$ cat src/rtl/control_pkg.sv
// Shared types for the control sequencer: FSM states, opcode map,
// instruction classes, the strobe bundle and the opcode decoder.
package control_pkg;

  typedef enum logic [3:0] {
    S_RST, S_F0, S_F1, S_F2, S_DEC, S_T3, S_T4, S_T5, S_T6, S_T7, S_HALT
  } state_t;

  typedef enum logic [4:0] {
    C_ALU, C_IMM, C_MULDIV, C_UNARY, C_LD, C_LDI, C_ST, C_BR, C_JR, C_JAL,
    C_MFHI, C_MFLO, C_IN, C_OUT, C_NOP, C_HALT, C_ILL
  } op_class_t;

  // Opcode encodings of the existing ISA; 27..31 are unassigned.
  localparam int unsigned OP_LD   = 0;
  localparam int unsigned OP_LDI  = 1;
  localparam int unsigned OP_ST   = 2;
  localparam int unsigned OP_ADD  = 3;
  localparam int unsigned OP_SUB  = 4;
  localparam int unsigned OP_AND  = 5;
  localparam int unsigned OP_OR   = 6;
  localparam int unsigned OP_SHR  = 7;
  localparam int unsigned OP_SHL  = 8;
  localparam int unsigned OP_ROR  = 9;
  localparam int unsigned OP_ROL  = 10;
  localparam int unsigned OP_ADDI = 11;
  localparam int unsigned OP_ANDI = 12;
  localparam int unsigned OP_ORI  = 13;
  localparam int unsigned OP_MUL  = 14;
  localparam int unsigned OP_DIV  = 15;
  localparam int unsigned OP_NEG  = 16;
  localparam int unsigned OP_NOT  = 17;
  localparam int unsigned OP_BR   = 18;
  localparam int unsigned OP_JR   = 19;
  localparam int unsigned OP_JAL  = 20;
  localparam int unsigned OP_IN   = 21;
  localparam int unsigned OP_OUT  = 22;
  localparam int unsigned OP_MFHI = 23;
  localparam int unsigned OP_MFLO = 24;
  localparam int unsigned OP_NOP  = 25;
  localparam int unsigned OP_HALT = 26;

  typedef struct packed {
    logic gra, grb, grc, rin, rout;
    logic pc_out, mdr_out, zlow_out, zhigh_out, hi_out, lo_out, inport_out, c_out, ba_out;
    logic pc_in, ir_in, mar_in, mdr_in, y_in, z_in, hi_in, lo_in, con_in, outport_in, inc_pc;
    logic read, write;
  } ctl_t;

  function automatic op_class_t decode_op(input int unsigned op);
    op_class_t c;
    case (op)
      OP_ADD, OP_SUB, OP_AND, OP_OR,
      OP_SHL, OP_SHR, OP_ROL, OP_ROR: c = C_ALU;
      OP_ADDI, OP_ANDI, OP_ORI:       c = C_IMM;
      OP_MUL, OP_DIV:                 c = C_MULDIV;
      OP_NEG, OP_NOT:                 c = C_UNARY;
      OP_LD:                          c = C_LD;
      OP_LDI:                         c = C_LDI;
      OP_ST:                          c = C_ST;
      OP_BR:                          c = C_BR;
      OP_JR:                          c = C_JR;
      OP_JAL:                         c = C_JAL;
      OP_MFHI:                        c = C_MFHI;
      OP_MFLO:                        c = C_MFLO;
      OP_IN:                          c = C_IN;
      OP_OUT:                         c = C_OUT;
      OP_NOP:                         c = C_NOP;
      OP_HALT:                        c = C_HALT;
      default:                        c = C_ILL;
    endcase
    return c;
  endfunction

  // Final execute step of each class; single-step classes end in T3.
  function automatic state_t last_step(input op_class_t c);
    state_t s;
    case (c)
      C_ALU, C_IMM, C_LDI: s = S_T5;
      C_MULDIV, C_BR:      s = S_T6;
      C_UNARY, C_JAL:      s = S_T4;
      C_LD, C_ST:          s = S_T7;
      default:             s = S_T3;
    endcase
    return s;
  endfunction

endpackage

$ cat src/rtl/control_sequencer_if.sv
// Bundle between the control sequencer (master) and the datapath (slave).
interface control_sequencer_if #(
  parameter int OPW = 5,
  parameter int IRW = 32
);
  logic [IRW-1:0] IR;
  logic           Con_FF, Mem_done, Stop;
  logic           Gra, Grb, Grc, Rin, Rout;
  logic           PCout, MDRout, ZLowout, ZHighout, HIout, LOout, InPortout, Cout, BAout;
  logic           PCin, IRin, MARin, MDRin, Yin, Zin, HIin, LOin, CONin, OutPortin, IncPC;
  logic           Read, Write;
  logic [OPW-1:0] ALU_op;
  logic           Run, Illegal, Bus_err;

  modport master (
    input  IR, Con_FF, Mem_done, Stop,
    output Gra, Grb, Grc, Rin, Rout,
    output PCout, MDRout, ZLowout, ZHighout, HIout, LOout, InPortout, Cout, BAout,
    output PCin, IRin, MARin, MDRin, Yin, Zin, HIin, LOin, CONin, OutPortin, IncPC,
    output Read, Write, ALU_op, Run, Illegal, Bus_err
  );

  modport slave (
    output IR, Con_FF, Mem_done, Stop,
    input  Gra, Grb, Grc, Rin, Rout,
    input  PCout, MDRout, ZLowout, ZHighout, HIout, LOout, InPortout, Cout, BAout,
    input  PCin, IRin, MARin, MDRin, Yin, Zin, HIin, LOin, CONin, OutPortin, IncPC,
    input  Read, Write, ALU_op, Run, Illegal, Bus_err
  );
endinterface

$ cat src/rtl/mem_wait_timer.sv
// Counts Mem_done=0 cycles inside a memory state and flags a timeout on the
// TMO-th waiting cycle. A done in that same cycle wins over the timeout.
module mem_wait_timer #(
  parameter int TMO = 15
) (
  input  logic clk,
  input  logic rst_n,
  input  logic busy,
  input  logic mem_done,
  output logic done,
  output logic timeout
);
  localparam int CW = (TMO < 2) ? 1 : $clog2(TMO + 1);

  logic [CW-1:0] cnt;
  logic          tmo_hit;

  // Clear outside memory states so every access starts from zero.
  always_ff @(posedge clk) begin
    if (!rst_n || !busy) cnt <= '0;
    else if (!mem_done)  cnt <= cnt + 1'b1;
  end

  generate
    if (TMO == 0) begin : g_no_tmo
      assign tmo_hit = 1'b0;
    end else begin : g_tmo
      assign tmo_hit = (cnt == CW'(TMO - 1));
    end
  endgenerate

  assign done    = busy && mem_done;
  assign timeout = busy && !mem_done && tmo_hit;
endmodule

$ cat src/rtl/control_sequencer.sv
// Multi-cycle control FSM: fetch, decode, per-class execute steps.
// Strobes are computed from the next state and registered, so each is
// valid for exactly the cycle the FSM spends in the matching state.
module control_sequencer
  import control_pkg::*;
#(
  parameter int OPW = 5,
  parameter int IRW = 32,
  parameter int TMO = 15
) (
  input logic               Clock,
  input logic               Reset,
  control_sequencer_if.master bus
);
  state_t         state, next_state;
  op_class_t      cls_q, cls_now;
  logic [OPW-1:0] op_ir, op_q, op_now, alu_op_d, alu_op_q;
  ctl_t           ctl_d, ctl_q;
  logic           run_q, illegal_q, bus_err_q;
  logic           mem_busy, mem_done_ok, mem_timeout;

  assign op_ir   = bus.IR[IRW-1 -: OPW];
  assign op_now  = (state == S_DEC) ? op_ir : op_q;
  assign cls_now = (state == S_DEC) ? decode_op(int'(op_ir)) : cls_q;

  assign mem_busy = (state == S_F1) ||
                    (state == S_T6 && cls_q == C_LD) ||
                    (state == S_T7 && cls_q == C_ST);

  mem_wait_timer #(.TMO(TMO)) u_timer (
    .clk      (Clock),
    .rst_n    (Reset),
    .busy     (mem_busy),
    .mem_done (bus.Mem_done),
    .done     (mem_done_ok),
    .timeout  (mem_timeout)
  );

  function automatic ctl_t exec_ctl(input op_class_t c, input state_t s, input logic con);
    ctl_t k;
    k = '0;
    case (c)
      C_ALU, C_IMM, C_MULDIV: begin
        case (s)
          S_T3: begin k.grb = 1'b1; k.rout = 1'b1; k.y_in = 1'b1; end
          S_T4: begin
            k.z_in = 1'b1;
            if (c == C_IMM) k.c_out = 1'b1;
            else begin k.grc = 1'b1; k.rout = 1'b1; end
          end
          S_T5: begin
            k.zlow_out = 1'b1;
            if (c == C_MULDIV) k.lo_in = 1'b1;
            else begin k.gra = 1'b1; k.rin = 1'b1; end
          end
          S_T6: if (c == C_MULDIV) begin k.zhigh_out = 1'b1; k.hi_in = 1'b1; end
          default: ;
        endcase
      end
      C_UNARY: begin
        case (s)
          S_T3:    begin k.grb = 1'b1; k.rout = 1'b1; k.z_in = 1'b1; end
          S_T4:    begin k.zlow_out = 1'b1; k.gra = 1'b1; k.rin = 1'b1; end
          default: ;
        endcase
      end
      C_LD, C_LDI, C_ST: begin
        case (s)
          S_T3: begin k.grb = 1'b1; k.ba_out = 1'b1; k.y_in = 1'b1; end
          S_T4: begin k.c_out = 1'b1; k.z_in = 1'b1; end
          S_T5: begin
            k.zlow_out = 1'b1;
            if (c == C_LDI) begin k.gra = 1'b1; k.rin = 1'b1; end
            else k.mar_in = 1'b1;
          end
          S_T6: begin
            if (c == C_LD) begin k.read = 1'b1; k.mdr_in = 1'b1; end
            else if (c == C_ST) begin k.gra = 1'b1; k.rout = 1'b1; k.mdr_in = 1'b1; end
          end
          S_T7: begin
            if (c == C_LD) begin k.mdr_out = 1'b1; k.gra = 1'b1; k.rin = 1'b1; end
            else if (c == C_ST) k.write = 1'b1;
          end
          default: ;
        endcase
      end
      C_BR: begin
        case (s)
          S_T3:    begin k.gra = 1'b1; k.rout = 1'b1; k.con_in = 1'b1; end
          S_T4:    begin k.pc_out = 1'b1; k.y_in = 1'b1; end
          S_T5:    begin k.c_out = 1'b1; k.z_in = 1'b1; end
          S_T6:    if (con) begin k.zlow_out = 1'b1; k.pc_in = 1'b1; end
          default: ;
        endcase
      end
      C_JR:   if (s == S_T3) begin k.gra = 1'b1; k.rout = 1'b1; k.pc_in = 1'b1; end
      C_JAL: begin
        if (s == S_T3) begin k.pc_out = 1'b1; k.grb = 1'b1; k.rin = 1'b1; end
        if (s == S_T4) begin k.gra = 1'b1; k.rout = 1'b1; k.pc_in = 1'b1; end
      end
      C_MFHI: if (s == S_T3) begin k.hi_out = 1'b1; k.gra = 1'b1; k.rin = 1'b1; end
      C_MFLO: if (s == S_T3) begin k.lo_out = 1'b1; k.gra = 1'b1; k.rin = 1'b1; end
      C_IN:   if (s == S_T3) begin k.inport_out = 1'b1; k.gra = 1'b1; k.rin = 1'b1; end
      C_OUT:  if (s == S_T3) begin k.gra = 1'b1; k.rout = 1'b1; k.outport_in = 1'b1; end
      default: ;
    endcase
    return k;
  endfunction

  // Next-state selection and the strobe set for the state being entered.
  always_comb begin
    next_state = state;
    case (state)
      S_RST:  next_state = S_F0;
      S_F0:   next_state = S_F1;
      S_F1: begin
        if (mem_timeout)      next_state = S_HALT;
        else if (mem_done_ok) next_state = S_F2;
      end
      S_F2:   next_state = S_DEC;
      S_DEC:  next_state = (cls_now == C_ILL || cls_now == C_HALT) ? S_HALT : S_T3;
      S_HALT: next_state = S_HALT;
      default: begin
        if (mem_busy && mem_timeout)         next_state = S_HALT;
        else if (mem_busy && !mem_done_ok)   next_state = state;
        else if (state == last_step(cls_q))  next_state = bus.Stop ? S_HALT : S_F0;
        else                                 next_state = state_t'(state + 4'd1);
      end
    endcase

    ctl_d = '0;
    case (next_state)
      S_F0: begin
        ctl_d.pc_out = 1'b1; ctl_d.mar_in = 1'b1; ctl_d.inc_pc = 1'b1; ctl_d.z_in = 1'b1;
      end
      S_F1: begin
        ctl_d.read = 1'b1; ctl_d.mdr_in = 1'b1;
        // PC update only on the first cycle of the fetch wait.
        if (state != S_F1) begin ctl_d.zlow_out = 1'b1; ctl_d.pc_in = 1'b1; end
      end
      S_F2: begin ctl_d.mdr_out = 1'b1; ctl_d.ir_in = 1'b1; end
      S_T3, S_T4, S_T5, S_T6, S_T7: ctl_d = exec_ctl(cls_now, next_state, bus.Con_FF);
      default: ;
    endcase

    alu_op_d = (ctl_d.z_in && next_state != S_F0) ? op_now : '0;
  end

  // State, registered strobes and sticky halt causes.
  always_ff @(posedge Clock) begin
    if (!Reset) begin
      state     <= S_RST;
      ctl_q     <= '0;
      alu_op_q  <= '0;
      run_q     <= 1'b1;
      illegal_q <= 1'b0;
      bus_err_q <= 1'b0;
    end else begin
      state    <= next_state;
      ctl_q    <= ctl_d;
      alu_op_q <= alu_op_d;
      run_q    <= (next_state != S_HALT);
      if (state == S_DEC && cls_now == C_ILL) illegal_q <= 1'b1;
      if (mem_busy && mem_timeout)            bus_err_q <= 1'b1;
    end
  end

  // Opcode and class captured at decode for the execute steps.
  always_ff @(posedge Clock) begin
    if (state == S_DEC) begin
      op_q  <= op_ir;
      cls_q <= cls_now;
    end
  end

  assign bus.Gra       = ctl_q.gra;
  assign bus.Grb       = ctl_q.grb;
  assign bus.Grc       = ctl_q.grc;
  assign bus.Rin       = ctl_q.rin;
  assign bus.Rout      = ctl_q.rout;
  assign bus.PCout     = ctl_q.pc_out;
  assign bus.MDRout    = ctl_q.mdr_out;
  assign bus.ZLowout   = ctl_q.zlow_out;
  assign bus.ZHighout  = ctl_q.zhigh_out;
  assign bus.HIout     = ctl_q.hi_out;
  assign bus.LOout     = ctl_q.lo_out;
  assign bus.InPortout = ctl_q.inport_out;
  assign bus.Cout      = ctl_q.c_out;
  assign bus.BAout     = ctl_q.ba_out;
  assign bus.PCin      = ctl_q.pc_in;
  assign bus.IRin      = ctl_q.ir_in;
  assign bus.MARin     = ctl_q.mar_in;
  assign bus.MDRin     = ctl_q.mdr_in;
  assign bus.Yin       = ctl_q.y_in;
  assign bus.Zin       = ctl_q.z_in;
  assign bus.HIin      = ctl_q.hi_in;
  assign bus.LOin      = ctl_q.lo_in;
  assign bus.CONin     = ctl_q.con_in;
  assign bus.OutPortin = ctl_q.outport_in;
  assign bus.IncPC     = ctl_q.inc_pc;
  assign bus.Read      = ctl_q.read;
  assign bus.Write     = ctl_q.write;
  assign bus.ALU_op    = alu_op_q;
  assign bus.Run       = run_q;
  assign bus.Illegal   = illegal_q;
  assign bus.Bus_err   = bus_err_q;
endmodule

$ cat src/flat_wrapper.sv
// flat-port wrapper written by rule: the top's interface ports become plain ports
module control_sequencer_flat import control_pkg::*;
#(
  parameter int OPW = 5,
  parameter int IRW = 32,
  parameter int TMO = 15
)
  (Clock, Reset, bus_IR, bus_Con_FF, bus_Mem_done, bus_Stop, bus_Gra, bus_Grb, bus_Grc, bus_Rin, bus_Rout, bus_PCout, bus_MDRout, bus_ZLowout, bus_ZHighout, bus_HIout, bus_LOout, bus_InPortout, bus_Cout, bus_BAout, bus_PCin, bus_IRin, bus_MARin, bus_MDRin, bus_Yin, bus_Zin, bus_HIin, bus_LOin, bus_CONin, bus_OutPortin, bus_IncPC, bus_Read, bus_Write, bus_ALU_op, bus_Run, bus_Illegal, bus_Bus_err);
  control_sequencer_if #(.OPW(OPW), .IRW(IRW)) bus_i ();
  input logic Clock;
  input logic Reset;
  input wire logic [$bits(bus_i.IR)-1:0] bus_IR;
  input wire logic [$bits(bus_i.Con_FF)-1:0] bus_Con_FF;
  input wire logic [$bits(bus_i.Mem_done)-1:0] bus_Mem_done;
  input wire logic [$bits(bus_i.Stop)-1:0] bus_Stop;
  output wire logic [$bits(bus_i.Gra)-1:0] bus_Gra;
  output wire logic [$bits(bus_i.Grb)-1:0] bus_Grb;
  output wire logic [$bits(bus_i.Grc)-1:0] bus_Grc;
  output wire logic [$bits(bus_i.Rin)-1:0] bus_Rin;
  output wire logic [$bits(bus_i.Rout)-1:0] bus_Rout;
  output wire logic [$bits(bus_i.PCout)-1:0] bus_PCout;
  output wire logic [$bits(bus_i.MDRout)-1:0] bus_MDRout;
  output wire logic [$bits(bus_i.ZLowout)-1:0] bus_ZLowout;
  output wire logic [$bits(bus_i.ZHighout)-1:0] bus_ZHighout;
  output wire logic [$bits(bus_i.HIout)-1:0] bus_HIout;
  output wire logic [$bits(bus_i.LOout)-1:0] bus_LOout;
  output wire logic [$bits(bus_i.InPortout)-1:0] bus_InPortout;
  output wire logic [$bits(bus_i.Cout)-1:0] bus_Cout;
  output wire logic [$bits(bus_i.BAout)-1:0] bus_BAout;
  output wire logic [$bits(bus_i.PCin)-1:0] bus_PCin;
  output wire logic [$bits(bus_i.IRin)-1:0] bus_IRin;
  output wire logic [$bits(bus_i.MARin)-1:0] bus_MARin;
  output wire logic [$bits(bus_i.MDRin)-1:0] bus_MDRin;
  output wire logic [$bits(bus_i.Yin)-1:0] bus_Yin;
  output wire logic [$bits(bus_i.Zin)-1:0] bus_Zin;
  output wire logic [$bits(bus_i.HIin)-1:0] bus_HIin;
  output wire logic [$bits(bus_i.LOin)-1:0] bus_LOin;
  output wire logic [$bits(bus_i.CONin)-1:0] bus_CONin;
  output wire logic [$bits(bus_i.OutPortin)-1:0] bus_OutPortin;
  output wire logic [$bits(bus_i.IncPC)-1:0] bus_IncPC;
  output wire logic [$bits(bus_i.Read)-1:0] bus_Read;
  output wire logic [$bits(bus_i.Write)-1:0] bus_Write;
  output wire logic [$bits(bus_i.ALU_op)-1:0] bus_ALU_op;
  output wire logic [$bits(bus_i.Run)-1:0] bus_Run;
  output wire logic [$bits(bus_i.Illegal)-1:0] bus_Illegal;
  output wire logic [$bits(bus_i.Bus_err)-1:0] bus_Bus_err;
  assign bus_i.IR = bus_IR;
  assign bus_i.Con_FF = bus_Con_FF;
  assign bus_i.Mem_done = bus_Mem_done;
  assign bus_i.Stop = bus_Stop;
  assign bus_Gra = bus_i.Gra;
  assign bus_Grb = bus_i.Grb;
  assign bus_Grc = bus_i.Grc;
  assign bus_Rin = bus_i.Rin;
  assign bus_Rout = bus_i.Rout;
  assign bus_PCout = bus_i.PCout;
  assign bus_MDRout = bus_i.MDRout;
  assign bus_ZLowout = bus_i.ZLowout;
  assign bus_ZHighout = bus_i.ZHighout;
  assign bus_HIout = bus_i.HIout;
  assign bus_LOout = bus_i.LOout;
  assign bus_InPortout = bus_i.InPortout;
  assign bus_Cout = bus_i.Cout;
  assign bus_BAout = bus_i.BAout;
  assign bus_PCin = bus_i.PCin;
  assign bus_IRin = bus_i.IRin;
  assign bus_MARin = bus_i.MARin;
  assign bus_MDRin = bus_i.MDRin;
  assign bus_Yin = bus_i.Yin;
  assign bus_Zin = bus_i.Zin;
  assign bus_HIin = bus_i.HIin;
  assign bus_LOin = bus_i.LOin;
  assign bus_CONin = bus_i.CONin;
  assign bus_OutPortin = bus_i.OutPortin;
  assign bus_IncPC = bus_i.IncPC;
  assign bus_Read = bus_i.Read;
  assign bus_Write = bus_i.Write;
  assign bus_ALU_op = bus_i.ALU_op;
  assign bus_Run = bus_i.Run;
  assign bus_Illegal = bus_i.Illegal;
  assign bus_Bus_err = bus_i.Bus_err;
  control_sequencer #(.OPW(OPW), .IRW(IRW), .TMO(TMO)) u_core (.Clock(Clock), .Reset(Reset), .bus(bus_i));
endmodule
$ cat config.mk
export PLATFORM = sky130hd
export DESIGN_NAME = control_sequencer_flat
export DESIGN_NICKNAME = d
export VERILOG_FILES = /design/src/rtl/control_pkg.sv /design/src/rtl/control_sequencer_if.sv /design/src/rtl/mem_wait_timer.sv /design/src/rtl/control_sequencer.sv /design/src/flat_wrapper.sv
export SDC_FILE = /design/constraint.sdc
export NUM_CORES = 1
export LEC_CHECK = 0
export CAP_MARGIN = 10
export CORE_UTILIZATION = 40
export DETAILED_ROUTE_END_ITERATION = 6
export GPL_TIMING_DRIVEN = 0
export PLACE_DENSITY = 0.67
export SETUP_SLACK_MARGIN = 0.3
export SLEW_MARGIN = 40
export SYNTH_ARGS = -nofsm -noshare
export SYNTH_HDL_FRONTEND = slang
export SYNTH_SLANG_ARGS = --single-unit
$ cat constraint.sdc
create_clock -name Clock -period 7.3 [get_ports Clock]
set_input_delay 1.46 -clock Clock [delete_from_list [all_inputs] [get_ports Clock]]
set_output_delay 1.46 -clock Clock [all_outputs]
set_load 0.05 [all_outputs]
== Word level (Yosys, flattened, before mapping) ==
Memory sizes are Yosys's and may differ from the RTL's. A register that Yosys moved wholly into a read port is not among the register bits.
Cells that the tools add are included.

* Register bits: 52
* Memory bits (read-only): 224
* Input port bits: 37
* Logic and storage cells: 181
* Memories: 2

* Add/subtract/negate cells: 2
* Eq/ne operators: 37
* Mux-type cells: 64
* Reductions and logical operators: 42

{| class="wikitable"
|+ Memory list
! memory !! depth !! bits a word !! rd ports !! clocked after memory_dff !! wr ports !! RTL line !! text
|-
| (name not given) || 32 || 5 || 1 || 0 || 0 || control_pkg.sv:52 || <nowiki>case (op)</nowiki>
|-
| (name not given) || 16 || 4 || 1 || 1 || 0 || control_pkg.sv:78 || <nowiki>case (c)</nowiki>
|}

{| class="wikitable"
|+ Operators by type and width
! operator !! number
|-
| 4-bit 2-to-1 mux || 12
|-
| 5-bit by 4-bit equality test with 1-bit output, second input constant || 7
|-
| 5-bit by 3-bit equality test with 1-bit output, second input constant || 6
|-
| 1-bit 2-to-1 mux || 27
|-
| 4-bit equality test, second input constant || 6
|-
| 1-bit one-hot mux with 2 select lines || 12
|-
| 4-bit one-hot mux with 6 select lines || 1
|-
| 3-bit AND reduction || 7
|-
| 6-bit OR reduction || 3
|-
| 4-bit by 2-bit equality test with 1-bit output, second input constant || 4
|-
| 4-bit by 3-bit equality test with 1-bit output, second input constant || 4
|-
| 4-bit AND reduction || 4
|-
| 1-bit one-hot mux with 3 select lines || 5
|-
| 1-bit one-hot mux with 4 select lines || 3
|-
| 5-bit by 2-bit equality test with 1-bit output, second input constant || 2
|-
| 5-bit 2-to-1 mux || 2
|-
| 1-bit logical AND || 9
|-
| 4-bit by 1-bit adder with 4-bit output, second input constant || 2
|-
| 4-bit by 1-bit equality test with 1-bit output, second input constant || 2
|-
| 4-bit OR reduction || 2
|-
| 8-bit OR reduction || 1
|-
| 3-bit OR reduction || 2
|-
| 5-bit by 1-bit equality test with 1-bit output, second input constant || 1
|-
| 5-bit equality test, second input constant || 1
|-
| 12 further kinds || 20
|}

== Logic depth before layout (Yosys ltp) ==
* Depth after elaboration: 21
* Mapped depth: 14
* Mapped depth without buffers: 12

== By module ==
From an unflattened synthesis, not the netlist that was laid out.

* Cell total of the unflattened synthesis: 368
* Area, all modules: 3173.0 um^2

{| class="wikitable"
|+ Modules (own cells, without submodules)
! module !! instances !! cells an instance !! area an instance (um^2)
|-
| control_sequencer || 1 || 346 || 2976.6
|-
| mem_wait_timer || 1 || 22 || 196.4
|}

== Worst setup path before layout ==
OpenSTA, ideal clock, no wires.

* Path type: in2reg
* Start: input port bus_IR[27]
* End: register u_core.ctl_q, in the netlist u_core.bus.ZLowout
* Data arrival time: 3.818 ns
* Slack: 3.395 ns
* Cell stages on the path: 12
* Path buffers: 1
* Cell sequence: inv_1 ha_1 nor2b_1 o311ai_1 nand2_1 o41ai_1 o21ai_1 nor2_1 buf_2 and4_1 a21oi_1 o31ai_1

* Longest elaborated chain between the ends: 10

{| class="wikitable"
|+ RTL lines
! what !! RTL line !! text
|-
| start, declared || flat_wrapper.sv:12 || <nowiki>input wire logic [$bits(bus_i.IR)-1:0] bus_IR;</nowiki>
|-
| memory read 32 x 5 bit * || - ||
|-
| 5-bit 2-to-1 mux * || control_sequencer.sv:24 || <nowiki>assign cls_now = (state == S_DEC) ? decode_op(int'(op_ir)) : cls_q;</nowiki>
|-
| 5-bit equality test / 5-bit by 4-bit equality test with 1-bit output (equally long branches) || control_sequencer.sv:121 || <nowiki>S_DEC: next_state = (cls_now == C_ILL || cls_now == C_HALT) ? S_HALT : S_T3;</nowiki>
|-
| 1-bit logical OR || control_sequencer.sv:121 ||
|-
| 4-bit 2-to-1 mux || control_sequencer.sv:121 ||
|-
| 4-bit one-hot mux with 6 select lines || control_sequencer.sv:113 || <nowiki>case (state)</nowiki>
|-
| 4-bit equality test, or another cell as far along || control_sequencer.sv:88, control_sequencer.sv:132 ||
|-
| 1-bit 2-to-1 mux (on tied branches) || - ||
|-
| 1-bit one-hot mux with 3 select lines || control_sequencer.sv:42 || <nowiki>case (c)</nowiki>
|-
| 1-bit one-hot mux with 2 select lines * || control_sequencer.sv:132 || <nowiki>case (next_state)</nowiki>
|-
| end signal, assigned || control_sequencer.sv:160 || <nowiki>ctl_q <= ctl_d;</nowiki>
|-
| end, declared || control_sequencer.sv:18 || <nowiki>ctl_t ctl_d, ctl_q;</nowiki>
|}

Every way passes the cells marked *; elsewhere a longest branch is shown, timed or not.
A chain may end at the register's enable or synchronous reset.

== Final worst setup path ==
Same ends and word-level chain as after synthesis.

==> impl_metrics.env <==
export IMPL_drt_wl_total_mm=7.60
export IMPL_fin_nets=449
export IMPL_postCtsSetupBuffers=0
export IMPL_ant_nets=0
export IMPL_power_switching_w=0.000573
export IMPL_area_delta_synth_final_pct=21.1
export IMPL_grt_overflow_total=0
export IMPL_outcome="completed"
export IMPL_synth_edff_count=5
export IMPL_cellPowerDensity_nw_per_um2=336
export IMPL_clock_sinks=56
export IMPL_hp_start="u_core.op_q[4]$_DFF_P_"
export IMPL_postCtsHoldBufs=0
export IMPL_use_met2_pct=33.4
export IMPL_clkPwrFrac_pct=14.2
export IMPL_synth_top_area_share_pct=34.0
export IMPL_num_antenna_cells=0
export IMPL_rows=31
export IMPL_skew_ns=0.0128
export IMPL_rsz0062_at_grt="false"
export IMPL_fp_dieArea_um2=7860
export IMPL_power_frac_seq_pct=31.2
export IMPL_synthTopCellsByArea="dfxtp_1 (34%), edfxtp_1 (5.0%), nand2_1 (4.7%), nor2_1 (4.4%), ha_1 (4.2%)"
export IMPL_setup_viol=0
export IMPL_port_buffers=42
export IMPL_met1_usage_pct=27.2
export IMPL_gp_congestion=0.989
export IMPL_coreArea_um2=7250
export IMPL_min_to="u_core.op_q[4]$_DFF_P_"
export IMPL_dr_pass1_iters=5
export IMPL_initial_core_util_pct=41.4
export IMPL_async_flop_share_pct=0
export IMPL_die_y_um=88.7
export IMPL_path_cells="clkdlybuf4s50_1, inv_1, ha_1, nor2b_1, o311ai_1, nand2_1, o41ai_1, o21ai_1, nor2_1, buf_2, and4_1, a21oi_1, o31ai_1"
export IMPL_cts_htree_levels=2
export IMPL_ys_seq_area_share_pct=39.0
export IMPL_ys_warnings_count=0
export IMPL_drive_gt1_share_pct=7.44
export IMPL_grt_max_degree=19
export IMPL_layout_common_cells="dfxtp_1 (51), clkdlybuf4s50_1 (42), nand2_1 (38)"
export IMPL_insertion_delay_ns=0.32
export IMPL_cap_viol_max_count=0
export IMPL_max_freq_mhz=201
export IMPL_maxSlewViolCount=0
export IMPL_fin_crit_sh_pct=68.2
export IMPL_cp_buffers_inverters=3
export IMPL_irDropWorstVdd_v=0.000131
export IMPL_start_kind="input pin"
export IMPL_end_kind="flip-flop"
export IMPL_cts_buffers_inserted=5
export IMPL_nFillCells=694
export IMPL_ios=72
export IMPL_min_path_type="flip-flop to flip-flop"
export IMPL_total_power_w=0.00122
export IMPL_cts_buffer_depth=2
export IMPL_grt_busiest_layer="met2"
export IMPL_worstPathMaxFanout=10
export IMPL_via_per_inst=5.72
export IMPL_r2r_start="u_core.state[0]$_SDFF_PN0_"
export IMPL_critPathSlowestCell="o41ai_1"
export IMPL_r2r_setup_slack_ns=3.34
export IMPL_netlist_area_um2=3000
export IMPL_hold_violations=0
export IMPL_yosysUniqueCellTypes=73
export IMPL_syn_nets=400
export IMPL_antenna_found_initial=0
export IMPL_groute_usage_overall_pct=20.2
export IMPL_drt_iter0_drc=255
export IMPL_sw_frac_of_total_pct=46.9
export IMPL_grt_pass1_vias=2520
export IMPL_met3_usage_pct=3.73
export IMPL_multi_input_comb_area_um2=1690
export IMPL_cts_tree="yes"
export IMPL_cts_root_buf="clkbuf_8"
export IMPL_syn_inst=353
export IMPL_tightest_slew_ns=0.758
export IMPL_required_ns=7.53
export IMPL_syn_area_per_cell_um2=8.51
export IMPL_vias=2871
export IMPL_tns_ns=0
export IMPL_grt_first_pass_wirelength_mm=12.3
export IMPL_wire_per_inst_um=15.1
export IMPL_final_common_cell="dfxtp_1"
export IMPL_yosys_area_top_type="dfxtp_1"
export IMPL_drcViolationCount=0
export IMPL_path_delay_family="compound AO/OA/AOI/OAI gates"
export IMPL_max_slew_margin_pct=48.8
export IMPL_r2r_end="u_core.bus.BAout$_SDFF_PN0_"
export IMPL_whs_ns=0.450
export IMPL_combPwrFrac_pct=54.6
export IMPL_min_period_ns=4.98
export IMPL_dieWidth_um=88.7
export IMPL_hpwl_mm=5.70
export IMPL_p_leak_nw=1.30
export IMPL_cell_internal_pwr_w=0.000650
export IMPL_clk_pin_slew_ns=0.10
export IMPL_synth_seq_cells=56
export IMPL_max_stage_delay_ns=0.75
export IMPL_hold_path_depth=2
export IMPL_cts_resized=0
export IMPL_critPathKind="input pin to flip-flop"
export IMPL_ys_flop_type="dfxtp_1"
export IMPL_regArea_um2=1170
export IMPL_reg2reg_depth=12
export IMPL_cp_arrival_ns=5.21
-- cells by family (layout without fill, tap and decap cells) --
logic type               count (synthesis)  count (layout)  share of synthesized area [%]
AND/OR/NAND/NOR                        154             154                           26.9
buffers and inverters                   33              83                           4.91
adder cells (fa/ha/maj)                 11              11                           4.50
multiplexers                             4               4                           1.37
XOR/XNOR                                 6               6                           1.75
flip-flops                              56              56                           39.0
AO/OA/AOI/OAI                           89              89                           21.5
-- layer usage --
layer	part of all wire (%)	up-vias	wire (um)
met4	1.4	0	110
met2	46	122	3520
met5	0	-	0
li1	-	1388	-
met1	47	1350	3540
met3	5.6	11	425
-- state kept, by name, summed over array words and instances, names as in the netlist, 4 cells and up, named ones only --
| signal | cells |
|---|---|
| u_core.bus.ALU_op | 5 |
| u_core.cls_q | 5 |
| u_core.op_q | 5 |
| u_core.state | 4 |
| u_core.u_timer.cnt | 4 |
-- synth_stat cells, drive strengths merged, types with 5 or more instances --
cell and count:
dfxtp 51, nand2 38, nor2 35, o21ai 19, nor3 16, inv 15, nor2b 13, clkbuf 11
a21oi 10, ha 10, nand4 9, nand3 8, a22oi 7, buf 7, a31oi 6, edfxtp 5
nor3b 5, o31ai 5
-- final cells by class --
type | count | share of cell area [%]
Multi-Input combinational cell | 264 | 46.3
Timing Repair Buffer | 42 | 11.6
Clock buffer | 5 | 1.89
Inverter | 15 | 1.55
Sequential cell | 56 | 32.2
Clock inverter | 3 | 0.585
Buffer | 18 | 2.51
Tap cell | 99 | 3.40
-- metrics by stage --
step                setup WS (ns)  instance area (um2)  util, %  instances
floorplan                    3.39                 3000        -        353
detailed placement           2.14                 3550     48.9        494
finish                       2.32                 3640     50.2        502
global placement             2.18                 3550     48.9        494
global route                 2.15                 3640     50.2        502
CTS                          2.45                 3640     50.2        502
-- power groups by stage --
stage	clock network [W]	registers, W	logic (W)
after CTS	0.000179	0.000381	0.000654
after floorplan	0	0.000440	0.000442
after global placement	0	0.000387	0.000644
after global routing	0.000188	0.000387	0.000729
after detailed placement	0	0.000388	0.000653
final	0.000174	0.000381	0.000668
-- worst max-delay path by stage --
stage          cells after the start  startpoint                            end  slack (ns)
5_1_grt                           13  bus_IR[27]  u_core.bus.ZLowout$_SDFF_PN0_        2.15
3_3_place_gp                      13  bus_IR[27]  u_core.bus.ZLowout$_SDFF_PN0_        2.18
2_1_floorplan                     12  bus_IR[27]  u_core.bus.ZLowout$_SDFF_PN0_        3.39
4_1_cts                           13  bus_IR[27]  u_core.bus.ZLowout$_SDFF_PN0_        2.45
6_report                          13  bus_IR[27]  u_core.bus.ZLowout$_SDFF_PN0_        2.32
3_5_place_dp                      13  bus_IR[27]  u_core.bus.ZLowout$_SDFF_PN0_        2.14
-- tightest hold or removal path, cell delays in order, from the launching register on --
cell and delay [ns]:
dfxtp_1 0.31, nand2_1 0.05, nand2_1 0.05
(Power assumes the default switching activity.)
